--- config.mk ---
export PLATFORM = sky130hd
export DESIGN_NAME = mlp_seq_classifier
export DESIGN_NICKNAME = d
export VERILOG_FILES = /design/src/rtl/mlp_pkg.sv /design/src/rtl/mlp_mac_relu_sat.sv /design/src/rtl/mlp_seq_classifier.sv
export SDC_FILE = /design/constraint.sdc
export NUM_CORES = 1
export LEC_CHECK = 0
export CAP_MARGIN = 20
export CORE_UTILIZATION = 25
export DETAILED_ROUTE_END_ITERATION = 7
export DONT_BUFFER_PORTS = 1
export PLACE_DENSITY_LB_ADDON = 0.25
export SYNTH_ARGS = -nofsm -noshare
export SYNTH_HDL_FRONTEND = slang
export SYNTH_SLANG_ARGS = --single-unit
--- constraint.sdc ---
create_clock -name clk -period 18.6 [get_ports clk]
set_clock_uncertainty 0.1 [all_clocks]
set_input_delay 3.72 -clock clk [delete_from_list [all_inputs] [get_ports clk]]
set_output_delay 3.72 -clock clk [all_outputs]
set_load 0.005 [all_outputs]
--- src/rtl/mlp_pkg.sv ---
// Shared constants for the sequential MLP classifier: default weights,
// FSM state encoding and width helper functions.
package mlp_pkg;

    typedef enum logic [1:0] {
        S_IDLE,
        S_L0,
        S_L1,
        S_DONE
    } state_t;

    // Default network: 6 inputs -> 3 hidden -> 3 outputs.
    localparam int W0_DEF [3][6] = '{
        '{ 10,  20,  -5,  15,  25,  10},
        '{ 20, -30,  15, -25,  10, -20},
        '{ 30, -10,  20,  25, -12,  40}
    };
    localparam int B0_DEF [3] = '{28, -10, 83};

    localparam int W1_DEF [3][3] = '{
        '{  5,   7, -10},
        '{ 40,  -2,  40},
        '{ -3,  12,  -3}
    };
    localparam int B1_DEF [3] = '{15667, -12513, 1101};

    function automatic int imax(input int a, input int b);
        return (a > b) ? a : b;
    endfunction

    // clog2 that never returns a zero width
    function automatic int clog2m(input int n);
        return ($clog2(n) < 1) ? 1 : $clog2(n);
    endfunction

    // Widest signed sum any neuron can reach, so the accumulator never wraps.
    function automatic int acc_width(
        input int in_w,
        input int act_w,
        input int w_w,
        input int n_in,
        input int n_hid
    );
        return imax(in_w + 1, act_w + 1) + w_w
               + $clog2(imax(n_in, n_hid)) + 1;
    endfunction

endpackage

--- src/rtl/mlp_mac_relu_sat.sv ---
// Shared signed MAC with bias load, ReLU and saturating clamp.
// Ports: i_clr/i_en/i_load control, i_x unsigned operand, i_w signed weight,
// i_bias pre-sized bias, i_l1 selects score clamp, o_res clamped next sum.
module mlp_mac_relu_sat #(
    parameter int X_W     = 12,
    parameter int W_W     = 8,
    parameter int ACC_W   = 25,
    parameter int ACT_W   = 12,
    parameter int SCORE_W = 19,
    parameter int RES_W   = (ACT_W > SCORE_W) ? ACT_W : SCORE_W
) (
    input  logic                    clk,
    input  logic                    rst_n,
    input  logic                    i_clr,
    input  logic                    i_en,
    input  logic                    i_load,
    input  logic                    i_l1,
    input  logic [X_W-1:0]          i_x,
    input  logic signed [W_W-1:0]   i_w,
    input  logic signed [ACC_W-1:0] i_bias,
    output logic [RES_W-1:0]        o_res
);

    localparam logic signed [ACC_W-1:0] ACT_MAX =
        ACC_W'((64'd1 << ACT_W) - 64'd1);
    localparam logic signed [ACC_W-1:0] SCORE_MAX =
        ACC_W'((64'd1 << SCORE_W) - 64'd1);

    logic signed [ACC_W-1:0] r_acc;
    logic signed [ACC_W-1:0] w_base;
    logic signed [ACC_W-1:0] w_prod;
    logic signed [ACC_W-1:0] w_sum;
    logic signed [ACC_W-1:0] w_lim;
    logic signed [ACC_W-1:0] w_sat;

    always_comb begin
        w_base = i_load ? i_bias : r_acc;
        // operand is unsigned, so a zero sign bit is prepended
        w_prod = ACC_W'($signed({1'b0, i_x})) * ACC_W'(i_w);
        w_sum  = w_base + w_prod;
        w_lim  = i_l1 ? SCORE_MAX : ACT_MAX;
        if (w_sum < 0) begin
            w_sat = '0;
        end else if (w_sum > w_lim) begin
            w_sat = w_lim;
        end else begin
            w_sat = w_sum;
        end
        o_res = RES_W'(w_sat);
    end

    always_ff @(posedge clk or negedge rst_n) begin
        if (!rst_n) begin
            r_acc <= '0;
        end else if (i_clr) begin
            r_acc <= '0;
        end else if (i_en) begin
            r_acc <= w_sum;
        end
    end

endmodule

--- src/rtl/mlp_seq_classifier.sv ---
// Time-multiplexed two-layer ReLU MLP classifier, one product per cycle.
// Ports: in_valid/in_ready/inp features in; out_valid/out_ready/out/predo result out.
module mlp_seq_classifier
    import mlp_pkg::*;
#(
    parameter int N_IN    = 6,
    parameter int IN_W    = 5,
    parameter int N_HID   = 3,
    parameter int N_OUT   = 3,
    parameter int W_W     = 8,
    parameter int ACT_W   = 12,
    parameter int SCORE_W = 19,
    parameter int W0 [N_HID][N_IN]  = W0_DEF,
    parameter int B0 [N_HID]        = B0_DEF,
    parameter int W1 [N_OUT][N_HID] = W1_DEF,
    parameter int B1 [N_OUT]        = B1_DEF
) (
    input  logic                       clk,
    input  logic                       rst_n,
    input  logic                       in_valid,
    output logic                       in_ready,
    input  logic [N_IN*IN_W-1:0]       inp,
    output logic                       out_valid,
    input  logic                       out_ready,
    output logic [$clog2(N_OUT)-1:0]   out,
    output logic [N_OUT*SCORE_W-1:0]   predo
);

    localparam int ACC_W = acc_width(IN_W, ACT_W, W_W, N_IN, N_HID);
    localparam int X_W   = imax(IN_W, ACT_W);
    localparam int RES_W = imax(ACT_W, SCORE_W);
    localparam int OW    = $clog2(N_OUT);
    localparam int CW    = clog2m(imax(imax(N_IN, N_HID), N_OUT));

    state_t                  r_state;
    logic [CW-1:0]           r_i;
    logic [CW-1:0]           r_j;
    logic [N_IN*IN_W-1:0]    r_inp;
    logic [ACT_W-1:0]        r_hid [N_HID];
    logic [SCORE_W-1:0]      r_score [N_OUT];
    logic [SCORE_W-1:0]      r_best;
    logic [OW-1:0]           r_idx;
    logic                    r_in_ready;
    logic                    r_out_valid;
    logic [OW-1:0]           r_out;
    logic [N_OUT*SCORE_W-1:0] r_predo;

    logic [X_W-1:0]          w_x;
    logic signed [W_W-1:0]   w_wt;
    logic signed [ACC_W-1:0] w_bias;
    logic                    w_accept;
    logic                    w_busy;
    logic                    w_l1;
    logic                    w_last_j;
    logic                    w_last_i;
    logic [RES_W-1:0]        w_res;
    logic [SCORE_W-1:0]      w_new;
    logic                    w_better;
    logic [N_OUT*SCORE_W-1:0] w_predo_nxt;

    assign w_accept = (r_state == S_IDLE) && in_valid && r_in_ready;
    assign w_l1     = (r_state == S_L1);
    assign w_busy   = (r_state == S_L0) || w_l1;
    assign w_new    = SCORE_W'(w_res);
    // first score always loads; later ones need a strict win
    assign w_better = (r_i == '0) || (w_new > r_best);

    // Operand, weight and bias selection for the current (i, j) step.
    always_comb begin
        w_x      = '0;
        w_wt     = '0;
        w_bias   = '0;
        w_last_j = 1'b0;
        w_last_i = 1'b0;
        if (w_l1) begin
            w_last_j = int'(r_j) == N_HID - 1;
            w_last_i = int'(r_i) == N_OUT - 1;
            for (int h = 0; h < N_HID; h++) begin
                if (int'(r_j) == h) w_x = X_W'(r_hid[h]);
            end
            for (int o = 0; o < N_OUT; o++) begin
                if (int'(r_i) == o) w_bias = ACC_W'(B1[o]);
                for (int h = 0; h < N_HID; h++) begin
                    if (int'(r_i) == o && int'(r_j) == h)
                        w_wt = W_W'(W1[o][h]);
                end
            end
        end else begin
            w_last_j = int'(r_j) == N_IN - 1;
            w_last_i = int'(r_i) == N_HID - 1;
            for (int k = 0; k < N_IN; k++) begin
                if (int'(r_j) == k) w_x = X_W'(r_inp[k*IN_W +: IN_W]);
            end
            for (int h = 0; h < N_HID; h++) begin
                if (int'(r_i) == h) w_bias = ACC_W'(B0[h]);
                for (int k = 0; k < N_IN; k++) begin
                    if (int'(r_i) == h && int'(r_j) == k)
                        w_wt = W_W'(W0[h][k]);
                end
            end
        end
    end

    // Final score vector: the last score arrives on the DONE-entry edge.
    always_comb begin
        w_predo_nxt = '0;
        for (int o = 0; o < N_OUT; o++) begin
            w_predo_nxt[(N_OUT-1-o)*SCORE_W +: SCORE_W] =
                (o == N_OUT - 1) ? w_new : r_score[o];
        end
    end

    mlp_mac_relu_sat #(
        .X_W     (X_W),
        .W_W     (W_W),
        .ACC_W   (ACC_W),
        .ACT_W   (ACT_W),
        .SCORE_W (SCORE_W),
        .RES_W   (RES_W)
    ) u_mac (
        .clk    (clk),
        .rst_n  (rst_n),
        .i_clr  (w_accept),
        .i_en   (w_busy),
        .i_load (r_j == '0),
        .i_l1   (w_l1),
        .i_x    (w_x),
        .i_w    (w_wt),
        .i_bias (w_bias),
        .o_res  (w_res)
    );

    always_ff @(posedge clk or negedge rst_n) begin
        if (!rst_n) begin
            r_state     <= S_IDLE;
            r_i         <= '0;
            r_j         <= '0;
            r_inp       <= '0;
            r_best      <= '0;
            r_idx       <= '0;
            r_in_ready  <= 1'b1;
            r_out_valid <= 1'b0;
            r_out       <= '0;
            r_predo     <= '0;
            for (int h = 0; h < N_HID; h++) r_hid[h] <= '0;
            for (int o = 0; o < N_OUT; o++) r_score[o] <= '0;
        end else begin
            unique case (r_state)
                S_IDLE: begin
                    if (w_accept) begin
                        r_inp      <= inp;
                        r_i        <= '0;
                        r_j        <= '0;
                        r_in_ready <= 1'b0;
                        r_state    <= S_L0;
                    end
                end
                S_L0: begin
                    if (w_last_j) begin
                        r_j <= '0;
                        for (int h = 0; h < N_HID; h++) begin
                            if (int'(r_i) == h) r_hid[h] <= ACT_W'(w_res);
                        end
                        if (w_last_i) begin
                            r_i     <= '0;
                            r_state <= S_L1;
                        end else begin
                            r_i <= r_i + CW'(1);
                        end
                    end else begin
                        r_j <= r_j + CW'(1);
                    end
                end
                S_L1: begin
                    if (w_last_j) begin
                        r_j <= '0;
                        for (int o = 0; o < N_OUT; o++) begin
                            if (int'(r_i) == o) r_score[o] <= w_new;
                        end
                        if (w_better) begin
                            r_best <= w_new;
                            r_idx  <= OW'(r_i);
                        end
                        if (w_last_i) begin
                            r_i         <= '0;
                            r_out       <= w_better ? OW'(r_i) : r_idx;
                            r_predo     <= w_predo_nxt;
                            r_out_valid <= 1'b1;
                            r_state     <= S_DONE;
                        end else begin
                            r_i <= r_i + CW'(1);
                        end
                    end else begin
                        r_j <= r_j + CW'(1);
                    end
                end
                S_DONE: begin
                    if (out_ready) begin
                        r_out_valid <= 1'b0;
                        r_in_ready  <= 1'b1;
                        r_state     <= S_IDLE;
                    end
                end
                default: r_state <= S_IDLE;
            endcase
        end
    end

    assign in_ready  = r_in_ready;
    assign out_valid = r_out_valid;
    assign out       = r_out;
    assign predo     = r_predo;

endmodule

# Yosys cells after proc, flatten, opt, wreduce, memory -nomap -nowiden
# Index checks and enable logic that the tools add are counted.
[word_totals]
inputBits = 34
elab_cells = 159
out_inout_bits = 61
reg_bits = 219
[classes]
add_sub_neg = 3
eq_ne = 17
mux = 73
order_cmp = 3
reduce_logical = 46
mul = 1
[ops]
columns = ["operator", "n"]
rows = [
  ["8-bit 2-to-1 mux", 26],
  ["25-bit 2-to-1 mux", 8],
  ["12-bit 2-to-1 mux", 9],
  ["19-bit 2-to-1 mux", 3],
  ["3-bit AND reduction", 9],
  ["25-bit by 21-bit adder with 25-bit output", 1],
  ["25-bit by 20-bit greater-than comparator with 1-bit output", 1],
  ["25-bit by 1-bit less-than comparator with 1-bit output, second input constant", 1],
  ["13-bit by 8-bit multiplier with 21-bit output", 1],
  ["1-bit logical AND", 20],
  ["19-bit greater-than comparator", 1],
  ["3-bit == test, second input constant", 5],
  ["3-bit 2-to-1 mux", 5],
  ["14-bit 2-to-1 mux", 1],
  ["2-bit 2-to-1 mux", 7],
  ["3-bit logical NOT", 4],
  ["3-bit one-hot mux with 2 select lines", 2],
  ["5-bit 2-to-1 mux", 2],
  ["2-bit inequality test, second input constant", 5],
  ["2-bit one-hot mux with 4 select lines", 1],
  ["2-bit nonzero test", 4],
  ["3-bit by 1-bit adder with 3-bit output, second input constant", 2],
  ["3-bit by 2-bit == test with 1-bit output, second input constant", 2],
  ["1-bit 2-to-1 mux", 6],
  ["other kinds (11)", 17],
]

# Logic depth before layout (Yosys ltp)
[depth]
word_depth = 29
ltp_mapped = 52
mapped_depth_nobuf = 48

# Hierarchy
# A second synthesis with hierarchy kept.
[hier_totals]
cells_unflattened = 1517
hier_area_um2 = 15124.5
[modules_own_cells]
columns = ["module", "cells_per_inst", "seq_area_each_um2", "instances", "area_each_um2"]
rows = [
  ["mlp_seq_classifier", 891, 4855.9, 1, 9337.7],
  ["mlp_mac_relu_sat", 626, 625.6, 1, 5786.8],
]

# Worst setup path before layout
# No wires, ideal clock.
[synth_path]
kind = "flip-flop to flip-flop"
from = "reg r_j[1]"
to = "reg r_best[12]"
path_stages_with_launch = 48
t_required_ps = 18417
period_less_slack_ps = 11134
setup_time_ps = 83
arrival_ps = 10952
slack_ps = 7466
path_cell_list = "dfrtp_1 > inv_1 > ha_1 > clkbuf_1 > nor2b_1 > clkbuf_1 > nor2_1 > or3_1 > a31oi_1 > clkbuf_1 > nand2_1 > fa_1 > inv_1 > fa_1 > fa_1 > fa_1 > inv_1 > fa_1 > (+12 left out) > and3_1 > and4_1 > o221ai_1 > or4_1 > buf_6 > buf_2 > nand3_1 > o21ai_0 > ha_1 > nand4_1 > nor2_1 > and3_1 > o21ai_0 > a222oi_1 > o21ai_0 > or2_2 > buf_1 > o21ai_0"
[synth_via]
elab_chain_cells = 29
word_cells_on_any_way = 74
classes_between = "1 x add/sub; 1 x mul; 3 x order compare; 5 x eq/ne; 42 x mux; 22 x reduce/logical"
[synth_lines]
columns = ["element", "line_no", "source"]
rows = [
  ["start: declaration", "mlp_seq_classifier.sv:37", "logic [CW-1:0] r_j;"],
  ["start signal: assignment", "mlp_seq_classifier.sv:171", "r_j <= r_j + CW'(1);"],
  ["start signal: assignment", "mlp_seq_classifier.sv:194", "r_j <= r_j + CW'(1);"],
  ["3-bit logical NOT", "--", ""],
  ["1-bit logical AND", "mlp_seq_classifier.sv:84, mlp_seq_classifier.sv:97", ""],
  ["4-bit 2-to-1 mux", "mlp_seq_classifier.sv:97", "if (int'(r_i) == h && int'(r_j) == k)"],
  ["8-bit 2-to-1 mux (17 in a row)", "mlp_seq_classifier.sv:97", ""],
  ["8-bit 2-to-1 mux", "mlp_seq_classifier.sv:75", "if (w_l1) begin"],
  ["13-bit by 8-bit multiplier with 21-bit output", "mlp_mac_relu_sat.sv:39", "w_prod = ACC_W'($signed({1'b0, i_x})) * ACC_W'(i_w);"],
  ["25-bit by 21-bit adder with 25-bit output (*)", "mlp_mac_relu_sat.sv:40", "w_sum = w_base + w_prod;"],
  ["25-bit by 20-bit greater-than comparator with 1-bit output", "mlp_mac_relu_sat.sv:44", "end else if (w_sum > w_lim) begin"],
  ["19-bit 2-to-1 mux", "mlp_mac_relu_sat.sv:44", ""],
  ["19-bit 2-to-1 mux (*)", "mlp_mac_relu_sat.sv:42", "if (w_sum < 0) begin"],
  ["via u_mac.o_res[12]", "mlp_mac_relu_sat.sv:21", "output logic [RES_W-1:0] o_res"],
  ["19-bit greater-than comparator", "mlp_seq_classifier.sv:66", "assign w_better = (r_i == '0) || (w_new > r_best);"],
  ["1-bit logical OR", "mlp_seq_classifier.sv:66", ""],
  ["3-bit AND reduction (no line)", "--", ""],
  ["end signal: assignment", "mlp_seq_classifier.sv:181", "r_best <= w_new;"],
  ["end: declaration", "mlp_seq_classifier.sv:41", "logic [SCORE_W-1:0] r_best;"],
]
# Mark *: on every way through the listed nets, which the timed path passes. The rest lies on a longest branch.
# A chain may end at the register's enable or synchronous reset.

# Worst setup path after layout
[layout_path]
from = "reg r_j[0]"
to = "reg r_best[5]"
[layout_via]
elab_chain_cells = 29
word_cells_on_any_way = 74
classes_between = "1 x add/sub; 1 x mul; 3 x order compare; 5 x eq/ne; 42 x mux; 22 x reduce/logical"
[layout_lines]
columns = ["element", "line_no"]
rows = [
  ["3-bit logical NOT", "--"],
  ["1-bit logical AND", "mlp_seq_classifier.sv:84, mlp_seq_classifier.sv:97"],
  ["4-bit 2-to-1 mux", "mlp_seq_classifier.sv:97"],
  ["8-bit 2-to-1 mux (17 in a row)", "mlp_seq_classifier.sv:97"],
  ["8-bit 2-to-1 mux", "mlp_seq_classifier.sv:75"],
  ["13-bit by 8-bit multiplier with 21-bit output", "mlp_mac_relu_sat.sv:39"],
  ["25-bit by 21-bit adder with 25-bit output (*)", "mlp_mac_relu_sat.sv:40"],
  ["25-bit by 20-bit greater-than comparator with 1-bit output", "mlp_mac_relu_sat.sv:44"],
  ["19-bit 2-to-1 mux", "mlp_mac_relu_sat.sv:44"],
  ["19-bit 2-to-1 mux (*)", "mlp_mac_relu_sat.sv:42"],
  ["via u_mac.o_res[14]", "mlp_mac_relu_sat.sv:21"],
  ["19-bit greater-than comparator (*)", "mlp_seq_classifier.sv:66"],
  ["1-bit logical OR (*)", "mlp_seq_classifier.sv:66"],
  ["3-bit AND reduction (no line) (*)", "--"],
]
# Marks and branches as above.

==> impl_metrics.prom <==
# TYPE chip_impl_metric gauge
chip_impl_metric{name="clk_lat_worst_skew",unit="ns"} 0.54
chip_impl_metric{name="drt_iter0_markers",unit=""} 692
chip_impl_metric{name="drc",unit=""} 0
chip_impl_metric{name="worstPathMaxFanout",unit=""} 33
chip_impl_metric{name="start_util",unit=""} 0.2525
chip_impl_metric{name="fp-row-count",unit=""} 88
chip_impl_metric{name="met3RoutedLength",unit="mm"} 2.041
chip_impl_info{name="dominant_combinational_cell_family_by_area_after_synthesis",value="adder cells"} 1
chip_impl_metric{name="floorplan.core_area",unit="sq um"} 57590
chip_impl_metric{name="synth.area.mux_share",unit=""} 0.01747
chip_impl_metric{name="drive_gt1_frac",unit=""} 0.06380
chip_impl_metric{name="grt_remaining_overflow",unit=""} 0
chip_impl_metric{name="die-area",unit="sq um"} 59140
chip_impl_metric{name="drt_pass1_iterations",unit=""} 5
chip_impl_metric{name="antenna-diode-count",unit=""} 0
chip_impl_metric{name="max-cap-violations",unit=""} 0
chip_impl_metric{name="met2WireLength",unit="mm"} 19.24
chip_impl_metric{name="layout.cells.non_filler",unit=""} 2395
chip_impl_info{name="rsz0062_at_grt",value="false"} 1
chip_impl_metric{name="post_synth.cell_area_avg",unit="sq um"} 8.819
chip_impl_metric{name="final-max-slew-violation-count",unit=""} 0
chip_impl_info{name="cpMaxStageDelayCell",value="sky130_fd_sc_hd__nor2_2"} 1
chip_impl_metric{name="finalSetupTns",unit="ns"} 0
chip_impl_metric{name="syn-cell-area",unit="sq um"} 14540
chip_impl_metric{name="avgRoutedWirePerCell",unit="um"} 17.43
chip_impl_metric{name="htree_levels",unit=""} 1
chip_impl_metric{name="postSynth.asyncResetShare",unit=""} 1.000
chip_impl_metric{name="timing.fmax",unit="MHz"} 74.46
chip_impl_metric{name="period_minus_slack",unit="ns"} 13.43
chip_impl_metric{name="wire_length_of_the_first_global_routing_pass",unit="mm"} 66.15
chip_impl_metric{name="yosys.area_share.adder",unit=""} 0.2017
chip_impl_info{name="cts-root-buf",value="sky130_fd_sc_hd__clkbuf_16"} 1
chip_impl_metric{name="cp_slowest_stage_delay",unit="ns"} 0.83
chip_impl_metric{name="syn_nets",unit=""} 1870
chip_impl_metric{name="place.detailed.instances",unit=""} 2343
chip_impl_metric{name="setup_violations",unit=""} 0
chip_impl_metric{name="layout_worst_path_cycle_share",unit=""} 0.7221
chip_impl_metric{name="crit_arrival",unit="ns"} 13.76
chip_impl_metric{name="worst_slew_pin_slew",unit="ns"} 1.106
chip_impl_info{name="mostFrequentLayoutCell",value="sky130_fd_sc_hd__nand2_1"} 1
chip_impl_info{name="cp-start-kind",value="flip-flop"} 1
chip_impl_info{name="synth_top_cell_by_area",value="sky130_fd_sc_hd__dfrtp_1"} 1
chip_impl_metric{name="m1WireLength",unit="mm"} 19.81
chip_impl_info{name="tritoncts",value="yes"} 1
chip_impl_info{name="cpMostUsedCell",value="sky130_fd_sc_hd__fa_1"} 1
chip_impl_metric{name="via_per_inst",unit=""} 4.721
chip_impl_metric{name="synth-seq-area-share",unit=""} 0.3769
chip_impl_metric{name="synth.yosys.warnings",unit=""} 0
chip_impl_metric{name="hold_buffers",unit=""} 0
chip_impl_metric{name="design.portCount",unit=""} 95
chip_impl_metric{name="relSlewSlack",unit=""} 0.2595
chip_impl_metric{name="post_synth_xor_area_fraction",unit=""} 0.01024
chip_impl_metric{name="grt_max_degree",unit=""} 220
chip_impl_metric{name="synthDominantCellAreaShare",unit=""} 0.3751
chip_impl_metric{name="syn_to_final_growth",unit="%"} 11.98
chip_impl_metric{name="ys_ff_latch",unit=""} 219
chip_impl_metric{name="syn_inst",unit=""} 1649
chip_impl_metric{name="fp.dieW",unit="um"} 243.2
chip_impl_info{name="highest_layer",value="met4"} 1
chip_impl_info{name="cp-end-kind",value="flip-flop"} 1
chip_impl_metric{name="clock_tree.buffer_depth",unit=""} 3
chip_impl_info{name="status",value="finished clean"} 1
chip_impl_metric{name="portBuffers",unit=""} 0
chip_impl_metric{name="design.final.nets",unit=""} 1832
chip_impl_info{name="most_used_flip_flop_cell_after_synthesis",value="sky130_fd_sc_hd__dfrtp_1"} 1
chip_impl_metric{name="grt_antenna_before_repair",unit=""} 1
chip_impl_info{name="timing.hold.worst.class",value="reg2reg"} 1
chip_impl_info{name="yosys-top-cells-area",value="sky130_fd_sc_hd__dfrtp_1 (38%), sky130_fd_sc_hd__fa_1 (11%), sky130_fd_sc_hd__nand2_1 (11%)"} 1
chip_impl_metric{name="via_count_of_the_first_global_routing_pass",unit=""} 11320
chip_impl_info{name="layout.cells.most_common_list",value="sky130_fd_sc_hd__nand2_1 (414), sky130_fd_sc_hd__dfrtp_1 (218), sky130_fd_sc_hd__o21ai_0 (136)"} 1
chip_impl_metric{name="num_vias",unit=""} 11310
chip_impl_metric{name="post_dp_hpwl",unit="mm"} 30.16
chip_impl_metric{name="routed_antenna_nets",unit=""} 0
chip_impl_metric{name="die_h",unit="um"} 243.2
chip_impl_metric{name="cts.reportedPaths.clkPinSlew",unit="ns"} 0.06
chip_impl_metric{name="cp.required",unit="ns"} 18.93
chip_impl_metric{name="tritoncts.num_buffers",unit=""} 25
chip_impl_metric{name="synthDistinctLibCells",unit=""} 70
chip_impl_metric{name="synth_enable_flop_cells",unit=""} 0
chip_impl_info{name="criticalPathCategory",value="reg2reg"} 1
chip_impl_metric{name="timing_hold_violations_final",unit=""} 0
chip_impl_metric{name="gp_routability_congestion",unit=""} 0.8486
chip_impl_metric{name="routed_wire_length",unit="mm"} 41.76
chip_impl_metric{name="gr-usage-all-layers",unit=""} 0.1411
chip_impl_metric{name="post_cts_resized",unit=""} 0
chip_impl_metric{name="synthSimpleGateAreaFrac",unit=""} 0.1933
chip_impl_metric{name="cts.sink_count",unit=""} 219
chip_impl_metric{name="synth_compound_area_frac",unit=""} 0.1505
chip_impl_metric{name="post-cts-setup-buffers",unit=""} 0
final timing paths:
kind,startpoint,endpoint,slack [ns],depth (start not counted)
worst max register to register,r_j[0]$_DFFE_PN0P_,r_best[5]$_DFFE_PN0P_,5.17,48
min in group asynchronous,rst_n,predo[34]$_DFFE_PN0P_,2.79,0
worst max-delay path,r_j[0]$_DFFE_PN0P_,r_best[5]$_DFFE_PN0P_,5.17,48
max in group asynchronous,rst_n,in_ready$_DFFE_PN1P_,15.28,0
worst min-delay path,r_score[48]$_DFFE_PN0P_,predo[48]$_DFFE_PN0P_,0.36,2
worst min register to register,r_score[48]$_DFFE_PN0P_,predo[48]$_DFFE_PN0P_,0.36,2
stage by stage:
stage | area (sq um) | setup WS [ns] | utilization | hold WS [ns]
after floorplan | 14540 | 7.466 | - | 0.3386
after global placement | 15300 | 5.413 | 0.2657 | 0.3533
after detailed placement | 15300 | 5.138 | 0.2657 | 0.3539
after CTS | 16180 | 5.055 | 0.2810 | 0.3705
after global routing | 16280 | 4.303 | 0.2828 | 0.3864
final | 16280 | 5.169 | 0.2828 | 0.3630
cell families (layout without fill, tap and decap cells):
family | Yosys count | count (layout)
adders and majority gates | 187 | 187
xor gates and xnor gates | 17 | 17
buffers and inverters | 188 | 169
muxes | 25 | 25
DFF | 219 | 219
and+or+nand+nor | 668 | 668
AOI/OAI and AO/OA | 345 | 345
worst max-delay path, delay by kind of cell, from the launching register on:
| kind | cells | cell delay [ns] |
|---|---|---|
| simple gates | 16 | 4.13 |
| fa+ha+maj | 9 | 3.85 |
| compound gates | 16 | 3.73 |
| buf+inv | 7 | 1.04 |
| flops | 1 | 0.43 |
synth_stat cells, types with 14 or more instances:
library cell	count
sky130_fd_sc_hd__nand2b_1	23
sky130_fd_sc_hd__ha_1	108
sky130_fd_sc_hd__nor2b_1	22
sky130_fd_sc_hd__fa_1	79
sky130_fd_sc_hd__xnor2_1	15
sky130_fd_sc_hd__nor2_1	130
sky130_fd_sc_hd__o21ai_1	38
sky130_fd_sc_hd__clkbuf_1	68
sky130_fd_sc_hd__o21a_1	14
sky130_fd_sc_hd__a21oi_1	37
sky130_fd_sc_hd__nor3_1	16
sky130_fd_sc_hd__nand2_1	415
sky130_fd_sc_hd__inv_1	100
sky130_fd_sc_hd__buf_1	14
sky130_fd_sc_hd__dfrtp_1	218
sky130_fd_sc_hd__o21ai_0	138
sky130_fd_sc_hd__mux2i_1	22
routing by layer:
layer	up-vias	track usage
met3	43	0.02112
met4	0	0.03256
li1	5425	-
met5	-	0
met1	5578	0.1971
met2	260	0.2280
sequential cells by signal, indices dropped and copies added, names as in the netlist, 2 cells and up:
register and cells:
predo 57, r_idx 2, r_i 3, r_hid 36, r_score 38, r_best 19, out 2, r_j 3
r_state 2, r_inp 30, u_mac.r_acc 25
final cells by class:
| cell class | instances | area, sq um |
|---|---|---|
| multi-input cells | 1242 | 8361 |
| repair buffers | 23 | 232.7 |
| fillers | 6168 | 41300 |
| clock inverters | 11 | 153.9 |
| flip-flops and latches | 219 | 5482 |
| clock buffers | 35 | 723.2 |
| inverters | 100 | 375.4 |
| well taps | 765 | 957.2 |
Power is not shown: default switching activity piles up to over one toggle a cycle in this logic, so the estimate is an artifact.
